==> src/rtl/shift_register_8bit.sv <==
`default_nettype none
// ============================================================================
// Module      : shift_register_8bit
// Description : Serial-in, parallel-out / serial-out shift register with a
//               shift enable. Serves as a serial-to-parallel converter or a
//               WIDTH-stage delay line between serial links and parallel
//               datapaths.
// Revision    : 1.0 - initial release
// ----------------------------------------------------------------------------
// Parameters
//   WIDTH        register length in bits (>= 2)
//   RESET_VALUE  contents loaded while rst_n is low
//   SHIFT_LEFT   1: data enters bit 0 and moves up, serial_out = bit WIDTH-1
//                0: data enters bit WIDTH-1 and moves down, serial_out = bit 0
// Ports
//   clk           in   1      system clock, rising-edge active
//   rst_n         in   1      asynchronous active-low reset
//   shift_en      in   1      shift enable, sampled on rising clk
//   serial_in     in   1      bit shifted in on an enabled edge
//   parallel_out  out  WIDTH  current register contents
//   serial_out    out  1      bit that leaves on the next enabled shift
// ============================================================================
module shift_register_8bit #(
  parameter int                 WIDTH       = 8,
  parameter logic [WIDTH-1:0]   RESET_VALUE = {WIDTH{1'b0}},
  parameter bit                 SHIFT_LEFT  = 1'b1
) (
  input  logic              clk,
  input  logic              rst_n,
  input  logic              shift_en,
  input  logic              serial_in,
  output logic [WIDTH-1:0]  parallel_out,
  output logic              serial_out
);

  logic [WIDTH-1:0] r_shift;
  logic [WIDTH-1:0] w_shift_next;
  logic             w_serial_out;

  // Direction is fixed at elaboration, so only one data path is built.
  generate
    if (SHIFT_LEFT) begin : g_shift_left
      // New bit lands in bit 0; the old MSB is the one that falls off.
      assign w_shift_next = {r_shift[WIDTH-2:0], serial_in};
      assign w_serial_out = r_shift[WIDTH-1];
    end else begin : g_shift_right
      // New bit lands in the MSB; the old LSB is the one that falls off.
      assign w_shift_next = {serial_in, r_shift[WIDTH-1:1]};
      assign w_serial_out = r_shift[0];
    end
  endgenerate

  // Reset is asynchronous and dominates the enable, so an edge that
  // coincides with rst_n low never performs a partial shift.
  always_ff @(posedge clk or negedge rst_n) begin
    if (!rst_n) begin
      r_shift <= RESET_VALUE;
    end else if (shift_en) begin
      r_shift <= w_shift_next;
    end
  end

  // Both outputs come straight off the register: serial_out is the exit
  // bit with no extra pipeline stage.
  assign parallel_out = r_shift;
  assign serial_out   = w_serial_out;

endmodule
`default_nettype wire

==> config.mk <==
export PLATFORM = sky130hd
export DESIGN_NAME = shift_register_8bit
export DESIGN_NICKNAME = d
export VERILOG_FILES = /design/src/rtl/shift_register_8bit.sv
export SDC_FILE = /design/constraint.sdc
export NUM_CORES = 1
export LEC_CHECK = 0
export BUFFER_PORTS_ARGS = -buffer_cell sky130_fd_sc_hd__buf_4
export CAP_MARGIN = 0
export CORE_AREA = 2 2 39 41
export DETAILED_ROUTE_END_ITERATION = 12
export DIE_AREA = 0 0 41 43
export GPL_TIMING_DRIVEN = 0
export PLACE_DENSITY_LB_ADDON = 0.2
export SLEW_MARGIN = 30
export SYNTH_ARGS = -nofsm -noshare
export SYNTH_HDL_FRONTEND = slang
export SYNTH_SLANG_ARGS = --single-unit
==> constraint.sdc <==
create_clock -name clk -period 0.9 [get_ports clk]
set_input_delay 0.135 -clock clk [delete_from_list [all_inputs] [get_ports clk]]
set_output_delay 0.135 -clock clk [all_outputs]
set_load 0.005 [all_outputs]
=== Word level (Yosys, flattened, before mapping) ===
Cells that the tools add are included.

* Output and inout bits: 9
* Bits in registers: 8
* Logic and storage cells: 1

=== Logic depth before layout (Yosys ltp) ===
* Depth after elaboration: 0
* Depth in mapped cells: 2
* Mapped depth without buffers: 1

=== Least setup slack after synthesis ===
No wires, ideal clock.

* Path kind: register to register
* Start: register, netlist name parallel_out[7]
* End: register r_shift[7] (netlist: parallel_out[7])
* Setup slack: 0.136 ns
* Cell stages (with the launch flop): 2
* Required time: 0.775 ns
* Arrival: 0.639 ns
* Cell sequence: dfrtp_1 mux2_4

{| class="wikitable"
|+ RTL lines
! what !! RTL line !! source
|-
| to (signal assigned) || 59 || <nowiki>r_shift <= w_shift_next;</nowiki>
|-
| to (decl) || 36 || <nowiki>logic [WIDTH-1:0] r_shift;</nowiki>
|}

=== Worst setup path after layout ===
* Start: register r_shift[7] (netlist: parallel_out[7])
* End: output port parallel_out[7]

{| class="wikitable"
|+ RTL lines
! what !! RTL line !! source
|-
| to (decl) || 32 || <nowiki>output logic [WIDTH-1:0] parallel_out,</nowiki>
|}

No word-level cell between the ends.

==> summary.md <==
| Metric | Value |
|---|---|
| Cell Pwr Density | `about 2500 nW/um^2` |
| Avg Cell Area, Syn | `18.8 sq um` |
| Worst-Skew Late Latency | `~250 ps` |
| Final wirelength | `614 um` |
| P_sw | `about 0.00034 W` |
| Post-route ant nets | `0` |
| Clock power frac | `around 18%` |
| Beginning of the worst register-to-register path | `parallel_out[0]` |
| Synth Warn # | `0` |
| Comb power frac | `44.7%` |
| P_leak | `approximately 0.3 nW` |
| WP data required | `around 760 ps` |
| Crit path DAT | `between 800 and 900 ps` |
| Reg2reg end | `parallel_out[0]` |
| Synth unique cells | `4` |
| Finished Cell Area | `slightly below 600 sq um` |
| # H-tree levels | `1` |
| CTS tree | `done` |
| Final worst slack | `-102 ps` |
| Initial Util | `24.5%` |
| Port bufs | `11` |
| Rel. slew slack | `91.5%` |
| N_diodes | `0` |
| Worst-margin pin slew | `127 ps` |
| Hold wc startpoint | `serial_in` |
| Hold Path Class | `primary input to flip-flop` |
| Fin. max-slew vios | `0` |
| P&R area growth vs syn | `70.8%` |
| Final setup violating endpoints | `9` |
| Wire per inst | `~11 um` |
| Cts bufs inserted | `3` |
| Internal | `0.00112 W` |
| Failing checks | `setup timing` |
| Clock root cell | `clkbuf_4` |
| DRC violations left | `0` |
| Bufs on Longest Clock Path | `2` |
| Syn Std Cell Area | `339 sq um` |
| Clock Skew | `2.74 ps` |
| Switching portion of total power | `23.6%` |
| Global Route Usage Sum | `8.93%` |
| DR vias/cell | `3.95` |
| Rows | `14` |
| Dpl cell area | `between 400 and 500 sq um` |
| Fraction of layout cells with a size suffix above 1 | `between 70% and 80%` |
| RSZ-0062 raised after global routing | `yes` |
| Grt ovf | `0` |
| Largest net degree at the start of global routing | `9` |
| Nets | `46` |
| Max Clk Rate | `998 MHz` |
| Minimum clock period after layout | `1000 ps` |
| Register bit count reported by yosys | `8` |
| Sink Count | `8` |
| Outcome | `finished with violations` |
| Sequential-to-total area share from yosys stat | `about three fifths` |
| Core area | `about 1400 sq um` |
| Horiz. Die Dim | `41 um` |
| Die height | `between 40 and 50 um` |
| Crit start category | `flip-flop` |
| Ports | `13` |
| Setup_tns | `-169 ps` |
| Synth Instances | `18` |
| WHS Path Cells | `2` |
| Worst Hold End | `parallel_out[0]` |
| Reg2Reg Depth | `2` |
| Max FFs per register | `8` |
| Vias | `221` |
| Register share of total power | `37.3%` |
| Tcrit/Tclk final | `111%` |
| First-pass GRT wire length | `about 950 um` |
| CP Class | `flip-flop to output port` |
| FF-to-FF setup slack | `-10 ps` |
| Die area | `1760 sq um` |
| Worst setup EP type | `output port` |
| Tot Pwr | `roughly 0.0015 W` |
| GP Congestion | `0.546` |
| First-pass DRT Iterations | `1` |
| DR iter-0 viols | `0` |
| Clk slew on worst S/H paths | `50 ps` |
| Max Cap Viol | `0` |
| Vias in the first global route | `237` |
| CP max FO | `3` |
| Initial antenna violation count | `0` |
| Fin. Hold Viols | `0` |
| Syn_nets | `22` |
| Worst vdd ir | `822 uV` |
-- worst max-delay path, cell delays in order, from the launching register on --
cell	delay, ps
dfrtp_1	390
buf_6	120
buf_6	100
-- synth_stat cells --
library cell	instances	share of area (%)
dfrtp_1	8	59
mux2_4	8	35
buf_4	1	2.2
buf_6	1	3.3
-- power groups by stage --
stage | clock network (W) | registers (W) | logic (W)
2_1_floorplan | 0 | 0.000539 | 0.000187
3_3_place_gp | 0 | 0.000538 | 0.000395
3_5_place_dp | 0 | 0.000539 | 0.000396
4_1_cts | 0.000280 | 0.000526 | 0.000605
5_1_grt | 0.000304 | 0.000556 | 0.000697
6_report | 0.000263 | 0.000545 | 0.000653
-- per-layer routing --
metal,up-vias,track usage (%),share of wire (%),wire [um]
met3,2,6.81,8.6,53
met1,104,8.67,44,271
met5,-,0,0,0
li1,104,-,-,-
met4,0,10.0,1.3,8
met2,11,10.6,46,280
-- worst max-delay path by stage --
stage / startpoint / to
after detailed placement: parallel_out[1] / parallel_out[1]
final: parallel_out[7] / parallel_out[7]
after CTS: parallel_out[7] / parallel_out[7]
after global routing: parallel_out[7] / parallel_out[7]
after global placement: parallel_out[5] / parallel_out[5]
after floorplan: parallel_out[7] / parallel_out[7]
-- layout by cell type, fill, tap and decap left out, drive strengths merged --
| cell | instances |
|---|---|
| clkbuf | 3 |
| buf | 20 |
| dlygate4sd3 | 1 |
| dfrtp | 8 |
| mux2 | 8 |
-- area by class of cell --
cell class / count / area, sq um
plain buffers: 2 / 22.5
multi-input cells: 8 / 120
repair buffers: 19 / 194
flip-flops and latches: 8 / 200
well taps: 16 / 20.0
fillers: 141 / 805
clock buffers: 3 / 22.5
-- metrics by stage --
| step | setup WS (ps) | utilization (%) | std cells | hold WS, ps |
|---|---|---|---|---|
| after floorplan | 136 | - | 18 | -161 |
| after global placement | 129 | 31.9 | 45 | -45.3 |
| after detailed placement | 128 | 31.9 | 45 | -43.5 |
| after CTS | -112 | 39.7 | 55 | 106 |
| after global routing | -143 | 41.9 | 56 | 105 |
| final | -102 | 41.9 | 56 | 116 |
-- repair_timing --
| action | 4_1_cts | 5_1_grt |
|---|---|---|
| pin swaps | 0 | 0 |
| hold buffers | 1 | 0 |
| gates resized for setup | 8 | 6 |
| setup buffers | 6 | 1 |
| cloned | 0 | 0 |
| setup endpoints to repair | 9 | 16 |
| endpoints found under the hold margin | 8 | 0 |
-- cell families (layout without fill, tap and decap cells) --
| logic type | count (synthesis) | count (layout) | share of synthesized area, % |
|---|---|---|---|
| multiplexers | 8 | 8 | 35.4 |
| flip-flops | 8 | 8 | 59.0 |
| buffers and inverters | 2 | 24 | 5.54 |
Note: power is estimated with default switching activity, not from simulation.
